### config.mk
export PLATFORM = sky130hd
export DESIGN_NAME = prog_loader
export DESIGN_NICKNAME = d
export VERILOG_FILES = /design/src/rtl/prog_loader_pkg.sv /design/src/rtl/prog_loader_byte_packer.sv /design/src/rtl/prog_loader.sv
export SDC_FILE = /design/constraint.sdc
export NUM_CORES = 1
export LEC_CHECK = 0
export CORE_ASPECT_RATIO = 0.8
export CORE_MARGIN = 1.5
export CORE_UTILIZATION = 47
export DETAILED_ROUTE_END_ITERATION = 8
export PLACE_DENSITY = 0.75
export SYNTH_ARGS = -nofsm -noshare
export SYNTH_HDL_FRONTEND = slang
export SYNTH_SLANG_ARGS = --single-unit
### constraint.sdc
create_clock -name clk -period 6.3 [get_ports clk]
set_input_delay 1.89 -clock clk [delete_from_list [all_inputs] [get_ports clk]]
set_output_delay 1.89 -clock clk [all_outputs]
set_load 0.05 [all_outputs]
### src/rtl/prog_loader_pkg.sv
// Shared widths, state encoding and limits for the program loader.
// The state encoding matches the PL_HDR0..PL_ERR values used on the host side.
package prog_loader_pkg;

  localparam int WORD_WIDTH     = 32;
  localparam int MEM_ADDR_WIDTH = 10;
  localparam int LEN_WIDTH      = 16;

  localparam int unsigned MAX_WORDS = 1 << MEM_ADDR_WIDTH;
  localparam logic [LEN_WIDTH-1:0] LEN_ONE = LEN_WIDTH'(1);

  typedef enum logic [2:0] {
    PL_HDR0 = 3'd0,
    PL_HDR1 = 3'd1,
    PL_LOAD = 3'd2,
    PL_RUN  = 3'd3,
    PL_DONE = 3'd4,
    PL_ERR  = 3'd5
  } pl_state_e;

endpackage

### src/rtl/prog_loader_byte_packer.sv
// Little-endian 8-to-32 assembler: the first byte of a word lands in bits [7:0].
// word_valid_o is combinational and pulses alongside the fourth byte.
module prog_loader_byte_packer
  import prog_loader_pkg::*;
(
  input  logic                  clk,
  input  logic                  rst,
  input  logic                  clear_i,
  input  logic                  byte_valid_i,
  input  logic [7:0]            byte_i,
  output logic                  word_valid_o,
  output logic [WORD_WIDTH-1:0] word_o
);

  logic [1:0]            idx_q;
  logic [WORD_WIDTH-9:0] low_q;

  // NOTE: sequential state uses <= so every register samples pre-edge values.
  always_ff @(posedge clk or posedge rst) begin
    if (rst) begin
      idx_q <= '0;
      low_q <= '0;
    end else if (clear_i) begin
      idx_q <= '0;
    end else if (byte_valid_i) begin
      idx_q <= idx_q + 2'd1;
      case (idx_q)
        2'd0:    low_q[7:0]   <= byte_i;
        2'd1:    low_q[15:8]  <= byte_i;
        2'd2:    low_q[23:16] <= byte_i;
        default: ;
      endcase
    end
  end

  assign word_valid_o = byte_valid_i && !clear_i && (idx_q == 2'd3);
  assign word_o       = {byte_i, low_q};

endmodule

### src/rtl/prog_loader.sv
// Host program loader: receives a length header and image, writes instruction
// memory with the core held in reset, runs the core and returns its result.
module prog_loader
  import prog_loader_pkg::*;
(
  input  logic                      clk,
  input  logic                      rst,
  input  logic [7:0]                in_data,
  input  logic                      in_valid,
  output logic                      in_ready,
  output logic                      imem_wen,
  output logic [MEM_ADDR_WIDTH-1:0] imem_waddr,
  output logic [WORD_WIDTH-1:0]     imem_wdata,
  output logic                      core_rst,
  input  logic                      core_halt,
  input  logic [WORD_WIDTH-1:0]     core_final_data,
  output logic [WORD_WIDTH-1:0]     res_data,
  output logic [31:0]               res_cycles,
  output logic                      res_valid,
  input  logic                      res_ready,
  output logic                      err
);

  pl_state_e                 state_q;
  logic [7:0]                len_lo_q;
  logic [LEN_WIDTH-1:0]      len_q;
  logic [MEM_ADDR_WIDTH-1:0] widx_q;
  logic                      load_done_q;
  logic                      halt_q;
  logic                      imem_wen_q;
  logic [MEM_ADDR_WIDTH-1:0] imem_waddr_q;
  logic [WORD_WIDTH-1:0]     imem_wdata_q;
  logic                      core_rst_q;
  logic [WORD_WIDTH-1:0]     res_data_q;
  logic [31:0]               res_cycles_q;
  logic [31:0]               res_cycles_d;
  logic                      res_valid_q;
  logic                      err_q;

  logic                      accept;
  logic [LEN_WIDTH-1:0]      hdr_len;
  logic                      hdr_bad;
  logic                      last_word;
  logic                      word_valid;
  logic [WORD_WIDTH-1:0]     word;

  assign in_ready  = (state_q == PL_HDR0) || (state_q == PL_HDR1) || (state_q == PL_LOAD);
  assign accept    = in_valid && in_ready;
  assign hdr_len   = {in_data, len_lo_q};
  assign hdr_bad   = (hdr_len == '0) || (32'(hdr_len) > MAX_WORDS);
  assign last_word = ({{(LEN_WIDTH-MEM_ADDR_WIDTH){1'b0}}, widx_q} == (len_q - LEN_ONE));

  // NOTE: every always_comb output gets a default first, so no path infers a latch.
  always_comb begin
    res_cycles_d = res_cycles_q;
    if (res_cycles_q != '1) res_cycles_d = res_cycles_q + 32'd1;
  end

  // The packer is held clear outside LOAD so a stray byte never leaks into the next image.
  prog_loader_byte_packer u_byte_packer (
    .clk          (clk),
    .rst          (rst),
    .clear_i      ((state_q != PL_LOAD) || load_done_q),
    .byte_valid_i (accept && (state_q == PL_LOAD)),
    .byte_i       (in_data),
    .word_valid_o (word_valid),
    .word_o       (word)
  );

  always_ff @(posedge clk or posedge rst) begin
    if (rst) halt_q <= 1'b1;
    else     halt_q <= core_halt;
  end

  always_ff @(posedge clk or posedge rst) begin
    if (rst) begin
      state_q      <= PL_HDR0;
      len_lo_q     <= '0;
      len_q        <= '0;
      widx_q       <= '0;
      load_done_q  <= 1'b0;
      imem_wen_q   <= 1'b0;
      imem_waddr_q <= '0;
      imem_wdata_q <= '0;
      core_rst_q   <= 1'b1;
      res_data_q   <= '0;
      res_cycles_q <= '0;
      res_valid_q  <= 1'b0;
      err_q        <= 1'b0;
    end else begin
      imem_wen_q <= 1'b0;
      unique case (state_q)
        PL_HDR0: begin
          if (accept) begin
            len_lo_q <= in_data;
            state_q  <= PL_HDR1;
          end
        end
        PL_HDR1: begin
          if (accept) begin
            len_q  <= hdr_len;
            widx_q <= '0;
            if (hdr_bad) begin
              err_q   <= 1'b1;
              state_q <= PL_ERR;
            end else begin
              state_q <= PL_LOAD;
            end
          end
        end
        PL_LOAD: begin
          // Core reset is released one cycle after the final write strobe.
          if (load_done_q) begin
            load_done_q  <= 1'b0;
            core_rst_q   <= 1'b0;
            res_cycles_q <= '0;
            state_q      <= PL_RUN;
          end else if (word_valid) begin
            imem_wen_q   <= 1'b1;
            imem_waddr_q <= widx_q;
            imem_wdata_q <= word;
            widx_q       <= widx_q + MEM_ADDR_WIDTH'(1);
            if (last_word) load_done_q <= 1'b1;
          end
        end
        PL_RUN: begin
          if (!halt_q) begin
            res_data_q  <= core_final_data;
            res_valid_q <= 1'b1;
            state_q     <= PL_DONE;
          end else begin
            res_cycles_q <= res_cycles_d;
          end
        end
        PL_DONE: begin
          if (res_ready) begin
            res_valid_q <= 1'b0;
            core_rst_q  <= 1'b1;
            state_q     <= PL_HDR0;
          end
        end
        PL_ERR:  ;
        default: begin
          err_q   <= 1'b1;
          state_q <= PL_ERR;
        end
      endcase
    end
  end

  assign imem_wen   = imem_wen_q;
  assign imem_waddr = imem_waddr_q;
  assign imem_wdata = imem_wdata_q;
  assign core_rst   = core_rst_q;
  assign res_data   = res_data_q;
  assign res_cycles = res_cycles_q;
  assign res_valid  = res_valid_q;
  assign err        = err_q;

endmodule

==> results of run 1 <==
per-layer routing:
| layer | vias to the layer above | part of all wire [%] |
|---|---|---|
| met3 | 16 | 6.8 |
| met4 | 0 | 0.72 |
| met1 | 2835 | 48 |
| met5 | - | 0 |
| li1 | 2819 | - |
| met2 | 148 | 44 |
flip-flops by register name, summed over array words and instances (netlist names), 2 cells and up:
name / count
imem_waddr: 10
imem_wdata: 32
len_lo_q: 8
len_q: 16
res_cycles: 32
res_data: 32
state_q: 3
u_byte_packer.idx_q: 2
u_byte_packer.low_q: 24
widx_q: 10
layout make-up:
class | instances | area [µm²]
fillers | 1297 | 5860
flip-flops and latches | 175 | 4380
multi-input cells | 515 | 3140
repair buffers | 161 | 1610
clock buffers | 17 | 425
well taps | 215 | 269
clock inverters | 15 | 155
inverters | 15 | 60.1
stage by stage:
stage / worst slack, ns / hold WS, ns / utilization [%] / cell area [µm²]
6_report: 2.21 / 0.469 / 63.1 / 10000
2_1_floorplan: 2.17 / 0.433 / - / 7700
5_1_grt: 2.01 / 0.483 / 63.1 / 10000
3_5_place_dp: 1.81 / 0.449 / 59.5 / 9460
4_1_cts: 2.20 / 0.467 / 63.1 / 10000
3_3_place_gp: 1.95 / 0.441 / 59.5 / 9460
cell families after synthesis:
| family | synth area share [%] |
|---|---|
| xor+xnor | 4.67 |
| simple gates | 20.5 |
| buf+inv | 2.41 |
| compound gates | 4.68 |
| flops | 56.9 |
| fa+ha+maj | 1.14 |
| mux | 9.64 |
how the worst max path moves through the flow:
stage	start	to	slack, ns
final	in_valid	load_done_q$_DFFE_PP0P_	2.21
after global routing	in_valid	load_done_q$_DFFE_PP0P_	2.01
after CTS	in_valid	load_done_q$_DFFE_PP0P_	2.20
after detailed placement	in_valid	load_done_q$_DFFE_PP0P_	1.81
after global placement	in_valid	load_done_q$_DFFE_PP0P_	1.95
after floorplan	rst	err$_DFFE_PP0P_	2.17
tightest hold or removal path, stage by stage (launching register included):
cell	delay [ns]
sky130_fd_sc_hd__dfrtp_1	0.34
sky130_fd_sc_hd__nand2_1	0.05
sky130_fd_sc_hd__nand2_1	0.05
Yosys cell counts (3+ instances only):
cell type,instances,area share [%]
sky130_fd_sc_hd__nand2_1,183,8.9
sky130_fd_sc_hd__dfrtp_1,173,56
sky130_fd_sc_hd__mux2_2,65,9.5
sky130_fd_sc_hd__nor2_1,39,1.9
sky130_fd_sc_hd__o21ai_0,26,1.7
sky130_fd_sc_hd__nand3_1,24,1.6
sky130_fd_sc_hd__xor2_1,22,2.5
sky130_fd_sc_hd__clkbuf_1,20,0.98
sky130_fd_sc_hd__a21oi_1,19,1.2
sky130_fd_sc_hd__xnor2_1,19,2.2
sky130_fd_sc_hd__nand4_1,17,1.4
sky130_fd_sc_hd__inv_1,15,0.73
sky130_fd_sc_hd__or3_1,15,1.2
sky130_fd_sc_hd__nor3_1,13,0.85
sky130_fd_sc_hd__nor4_1,10,0.81
sky130_fd_sc_hd__ha_1,7,1.1
sky130_fd_sc_hd__buf_1,6,0.29
sky130_fd_sc_hd__and3_1,5,0.41
sky130_fd_sc_hd__nor2b_1,5,0.41
sky130_fd_sc_hd__or4_1,5,0.49
sky130_fd_sc_hd__nand2b_1,4,0.33
sky130_fd_sc_hd__a211oi_1,3,0.29
sky130_fd_sc_hd__o22ai_1,3,0.24
placed cells by master, fill, tap and decap left out, drive strengths merged, types with 10 or more instances in the layout:
cell,instances
nand2,183
dfrtp,173
clkdlybuf4s50,155
mux2,65
nor2,39
o21ai,26
nand3,26
xor2,22
inv,20
xnor2,19
a21oi,19
nand4,18
clkbuf,17
or3,15
nor3,13
nor4,10
power by group through the flow:
| stage | clock network, W | registers, W | logic, W |
|---|---|---|---|
| final | 0.00104 | 0.00133 | 0.000518 |
| after global routing | 0.00111 | 0.00135 | 0.000567 |
| after CTS | 0.00106 | 0.00133 | 0.000519 |
| after detailed placement | 0 | 0.00135 | 0.000515 |
| after global placement | 0 | 0.00134 | 0.000510 |
| after floorplan | 0 | 0.00137 | 0.000325 |
==> out/summary.md, run 1 <==
For the number of warning messages in the yosys log, the log shows 0. Across the run, the number of max-cap violations was 0. After layout, the worst path uses 64.8% of the clock period.

Counting buffers and inverters, the worst setup path is 9 cells deep. IR analysis of the VDD net gives a maximum drop of 0.217 mV. The fraction of registers with async set/reset is 100%.

The number of global-route vias before repair is 5,579, and the total number of vias is 5,818. TritonCTS built the clock tree. In this run the worst hold path is classified as reg -> reg. The worst register-to-register path ends at load_done_q$_DFFE_PP0P_.

The initial antenna violation count was 0. The DRC marker count from the first detailed-route iteration came out at 345. Overall power consumption after layout is estimated at 0.00289 W. The final period demand of the worst path came out at 4.09 ns. The tools report the number of standard cells in the final layout excluding fillers as 1,113. Summing every instance area after synthesis gives 7700 µm².

The worst register-to-register path has a setup slack of 3.52 ns. In this run the critical register-to-register path is launched from state_q[1]$_DFFE_PP0P_. The run gives 5 as the number of search-and-repair iterations in the first detailed-routing pass. In this run switching power makes up 30.4% of total power.

The logs give 0 for the number of pins with negative max-slew slack in the final report and 48 for the unique cell type count in the Yosys netlist. In this run the worst path has a maximum fanout of 37. Registers are responsible for 46.0% of the overall power. After synthesis the netlist holds a flip-flop and latch count of 175. The layout overhead on the synthesized area works out to 30.5%. Critical path's top delay family: buffers and inverters.

For the number of H-tree levels, the log shows 4. The logs give 0 ns for the final-layout setup total negative slack and 11.5 mm for the post-DP HPWL. For the final count of hold timing violations, the log shows 0. The arrival time of the worst setup path is 4.38 ns. The power density over cell area came out at 287 nW/µm².

The signal on the critical path passes through clkdlybuf4s50_1, nor2b_1, nand3_2, inv_1, buf_4, nand3_1, nor3_1, nand4_1, o41ai_1. The last weighted congestion value of the routability-driven placer came out at 0.803. Endpoint with the worst hold slack: imem_wdata[11]$_DFFE_PP0P_.

The beginning of the worst hold path was u_byte_packer.low_q[11]$_DFFE_PP0P_. The routed design has 17.4 mm of wire. STA classifies the critical path startpoint as an input port. The logs give 175 for the clock sink total and 0 for the post-CTS setup-driven buffer insertion count. The part of the total power dissipated in the clock network was 36.0%. The number of nets produced by synthesis is 786, and the fraction of layout cells with a size suffix above 1 is 13.0%. After floorplanning, the core was sized to cover 15,900 µm².

For the pin with the worst max-slew slack, the measured transition is 1.09 ns. The maximum frequency from static timing analysis was 245 MHz. The maximum clock skew at final layout is 0.0105 ns, and the width of the die is 146 µm. Clock latency on the worst-skew pair, taken at its later pin, is 0.43 ns. The number of antenna diodes in the final layout is 0. For the internal portion of total power, the log shows 0.00201 W. For met2 alone, demand over resource in global routing was 30.9%.

The run finished with clean final reports. The share of total power dissipated in combinational logic is 17.9%. The logs give 17,200 µm² for the die footprint and 1,081 for the number of placed instances, taps included. Number of buffers on the longest clock path: 2.

The net count of the finished layout is 937. The number of resized instances in the post-cts repair step is 0. The via density per instance was 5.23.

After global routing, the most crowded layer is met2. Headroom to the max-slew limit: 26.9%. The number of port buffers works out to 155. A synthesized cell averages 10.5 µm². In this run the static leakage power is 4.62 nW. The worst setup path is captured at a flip-flop. The count of mapped cells out of synthesis came out at 734.

Switching power: 0.000876 W. For this design, the slowest cell found on the critical path is sky130_fd_sc_hd__clkdlybuf4s50_1. The depth of the most critical reg-to-reg path was 9; the met3 capacity usage during global routing was 7.05%. Setup repair after global routing left no endpoint under its margin. In this run, post-CTS hold repair placed 0 buffers. Summed over all layers, the global routing overflow is 0. The initialized floorplan defines 41 standard-cell rows. Setup violations remaining at the end of the flow were counted as 0. Entering global routing, the biggest net connects 140 pins.

Of the synthesized area, sequential elements account for 56.9%. The worst path required time is 6.60 ns. The root buffer cell chosen for the clock tree is sky130_fd_sc_hd__clkbuf_16. In this run, synthesis inferred 0 flip-flops with an integrated enable.

The first global-routing pass estimated 29.0 mm of wire. In this run the vertical extent of the chip is 117 µm. The worst hold path cell count was 2; the buffers plus inverters on the worst setup path was 3. The critical path is of the in -> reg type. The post-route antenna net violation count is 0, and the residual DRC count is 0.

Commonest register cell after synthesis: sky130_fd_sc_hd__dfrtp_1. Once the floorplan was initialized, standard cells occupied 48.4% of the core. In the global route stage, met1 resource usage came out at 30.4%. The routed length per instance is 15.7 µm, and the I/O pin total is 156. The number of buffers created by CTS was 17; the clock-pin transition on the worst setup and hold timing paths was 0.07 ns.

The tools report the all-layer global routing usage as 21.1%. In this design, the stage delay of the slowest critical-path cell is 0.61 ns.
(Power assumes the default switching activity.)
==> run 2: changes to the inputs <==
--- a/config.mk
+++ b/config.mk
@@ -7,9 +7,9 @@
 export LEC_CHECK = 0
 export CORE_ASPECT_RATIO = 0.8
 export CORE_MARGIN = 1.5
-export CORE_UTILIZATION = 47
+export CORE_UTILIZATION = 52
 export DETAILED_ROUTE_END_ITERATION = 8
-export PLACE_DENSITY = 0.75
+export PLACE_DENSITY = 0.79
 export SYNTH_ARGS = -nofsm -noshare
 export SYNTH_HDL_FRONTEND = slang
 export SYNTH_SLANG_ARGS = --single-unit
==> constraint.sdc (replaced) <==
create_clock -name clk -period 4.2 [get_ports clk]
set_input_delay 1.26 -clock clk [delete_from_list [all_inputs] [get_ports clk]]
set_output_delay 1.26 -clock clk [all_outputs]
set_load 0.05 [all_outputs]
==> run 2 against run 1 <==
  * Register-to-register slack lost 2.0 ns
  * Utilization up 6.6 points
  * Worst hold slack got worse by 0.0054 ns
  * Power increased by 48%
  * Critical path type is now reg -> out
  * Combinational power grew 52%
  * Sequential share of layout area up 0.16 points
  * Sequential power grew 50%
  * Die area fell by 9.4%
  * Final cell count decreased by 2.6%
==> out/summary.md, run 2 (synthesized netlist as in run 1, its figures left out) <==
The flow ran to the end, and the final reports show no timing, DRC or antenna violations. The worst hold path cell count came out at 2 (unchanged). Count of endpoints failing setup in the final report: 0 (unchanged). Of the available clock period, the critical path in the final layout requires 79.4%.

The die footprint came out at 15,500 µm² (-9.4%). The post-route antenna net violation count came out at 0 (unchanged). The reported max-cap violation count is 0 (unchanged), and the arrival time of the worst setup path is 2.08 ns (-2.30 ns). The internal portion of total power is 0.00300 W (+49%), and the depth of the most critical reg-to-reg path is 6 (-3). The design area was 10,000 µm² (-0.37%); the power density over cell area was 426 nW/µm² (+48%). The height of the die is 112 µm (-4.8%), and the all-layer global routing usage is 24.2% (+3.1 points). For the maximum frequency from static timing analysis, the log shows 300 MHz.

The residual DRC count was 0 (unchanged). Maximum vdd ir drop: 0.328 mV (+51%). The largest fanout of any net on the critical path is 16 (-57%). The post-CTS setup-driven buffer insertion count was 0 (unchanged); the number of nets in the layout was 940 (+0.32%). The tools report the first-pass GRT wire length as 30.2 mm (+4.2%). The worst hold path belongs to the class reg -> reg.

The fraction of power spent switching nets is 29.7% (-0.66 points), and the routed length per instance is 16.6 µm (+6.2%). The slack of the worst reg-to-reg path was 1.56 ns (-1.96 ns); the clock-pin transition on the worst setup and hold timing paths was 0.07 ns (about the same). The tools report the core box area as 14,300 µm² (-9.8%).

In the layout the commonest cells are sky130_fd_sc_hd__nand2_1 (183), sky130_fd_sc_hd__dfrtp_1 (173), sky130_fd_sc_hd__clkdlybuf4s50_1 (155), sky130_fd_sc_hd__mux2_2 (65), sky130_fd_sc_hd__nor2_1 (38). The worst path required time was 2.94 ns (-3.66 ns). The tools report the wire length reported by the detailed router as 18.0 mm (+3.4%).

For the global route total overflow, the log shows 0 (unchanged). The worst register-to-register path begins at state_q[2]$_DFFE_PP0P_. CTS placed an instance of sky130_fd_sc_hd__clkbuf_16 at the clock tree root.

The headroom to the max-slew limit was 40.9% (+14 points); the number of search-and-repair iterations in the first detailed-routing pass was 5 (unchanged). The logs give 0.43 ns (about the same) for the clock latency on the worst-skew pair and 0 ns (unchanged) for the final-layout setup total negative slack. The tools report the logic gate share of total power as 18.5% (+0.6 points).

The layout overhead on the synthesized area was 30.0%; the fraction of layout cells with a size suffix above 1 was 13.0% (-0.029 points). The width of the die came out at 139 µm (-4.8%). Setup repair after global routing left no endpoint under its margin. The run gives 34.7% (-1.3 points) as the part of the total power dissipated in the clock network.

Number of H-tree levels: 4 (unchanged). The tools report the power share of the sequential group as 46.8% (+0.8 points). The worst setup path is captured at an output pin. The logs give 1,084 (-2.6%) for the number of standard cells in the final layout excluding fillers and 17 (unchanged) for the number of buffers created by CTS. The number of resized instances in the post-cts repair step is 0 (unchanged). The placement row count was 39 (-4.9%).

The post-DP HPWL was 12.7 mm (+9.9%); the final period demand of the worst path was 3.34 ns. The endpoint identified for the worst register-to-register timing path is res_cycles[28]$_DFFE_PP0P_. In this run the worst setup path begins at state_q[1]$_DFFE_PP0P_. Most frequent standard cell in the layout excluding fill and tap cells: sky130_fd_sc_hd__nand2_1. The DRC marker count from the first detailed-route iteration is 433 (+26%), and the number of port buffers is 155 (unchanged).

For the standard cell area after detailed placement, the log shows 9460 µm² (about the same). The logs give 38.4% (+7.5 points) for the met2 track demand over resource in global routing and 0 (unchanged) for the number of pins with negative max-slew slack in the final report. The worst setup path is launched from a flip-flop. met2 is the most crowded layer. The logs give 175 (unchanged) for the clock sink total and 6.88% (-0.17 points) for the met3 capacity usage during global routing.

TritonCTS built the clock tree. The static power due to leakage is 4.63 nW (+0.15%), and the initial antenna violation count is 0 (unchanged). The number of buffers on the longest clock path was 2 (unchanged). The number of placed instances, taps included is 1,053 (-2.6%). The tools report the antenna diode instance count as 0 (unchanged). The worst-margin pin slew was 0.885 ns (-0.210 ns). The maximum number of pins on one net before global-route repair was 78 (-44%). The via density per instance works out to 5.56 (+6.4%).

The maximum clock skew at final layout is 0.0111 ns (+0.000589 ns), and the switching power is 0.00127 W (+45%). The overall power after layout is 0.00426 W (+48%), and the I/O pin total is 156 (unchanged). For the cts-stage hold buffer count, the log shows 0 (unchanged).

The tools report the last weighted congestion value of the routability-driven placer as 0.829 (+3.3%). The final count of hold timing violations is 0 (unchanged), and the initial cell density of the core is 53.6% (+5.3 points). The number of global-route vias before repair is 6,002 (+7.6%). The met1 track demand over resource is 32.8% (+2.4 points), and the total number of vias is 6,028 (+3.6%). The critical path is of the reg -> out type. The endpoint with the worst hold slack was imem_wdata[21]$_DFFE_PP0P_. In this run the most critical hold path is launched from u_byte_packer.low_q[21]$_DFFE_PP0P_.
[run 2: changes by cell type in the layout (fill, tap and decap cells not counted), sizes merged]
cell | previous run | this run
inv | 20 | 16
buf | 6 | 9
clkinv | 5 | 8
clkinvlp | 4 | 2
clkbuf | 17 | 19
[run 2: power groups by stage]
stage | registers, W | clock network (W) | logic [W]
floorplan | 0.00206 | 0 | 0.000488
global route | 0.00202 | 0.00158 | 0.000868
CTS | 0.00199 | 0.00151 | 0.000787
finish | 0.00200 | 0.00148 | 0.000788
detailed placement | 0.00202 | 0 | 0.000783
global placement | 0.00201 | 0 | 0.000758
[run 2: cell type report]
class	instances	area [µm²]
Sequential cell	175	4380
Fill cell	1069	4340
Multi-Input combinational cell	515	3140
Timing Repair Buffer	164	1640
Clock buffer	19	433
Tap cell	184	230
Clock inverter	12	114
Inverter	15	60.1
[run 2: routing by layer]
metal	wire, µm	vias to the layer above
li1	-	2820
met1	8060	3014
met2	8730	175
met3	999	19
met4	247	0
met5	0	-
[run 2: how the worst max path moves through the flow]
stage | cells past startpoint | endpoint
floorplan | 1 | err$_DFFE_PP0P_
finish | 2 | in_ready
CTS | 2 | in_ready
detailed placement | 8 | widx_q[3]$_DFFE_PP0P_
global route | 2 | in_ready
global placement | 4 | u_byte_packer.low_q[13]$_DFFE_PP0P_
[run 2: critical path, stage by stage (launching register included)]
cell and delay (ns):
sky130_fd_sc_hd__dfrtp_1 0.55, sky130_fd_sc_hd__a21oi_1 0.27, sky130_fd_sc_hd__clkdlybuf4s50_1 0.84
[run 2: through the flow]
step	hold WS [ns]	utilization, %	setup WS [ns]
2_1_floorplan	0.433	-	0.703
3_3_place_gp	0.445	65.9	0.889
3_5_place_dp	0.461	65.9	0.839
4_1_cts	0.472	69.7	0.856
5_1_grt	0.494	69.7	0.809
6_report	0.463	69.7	0.865
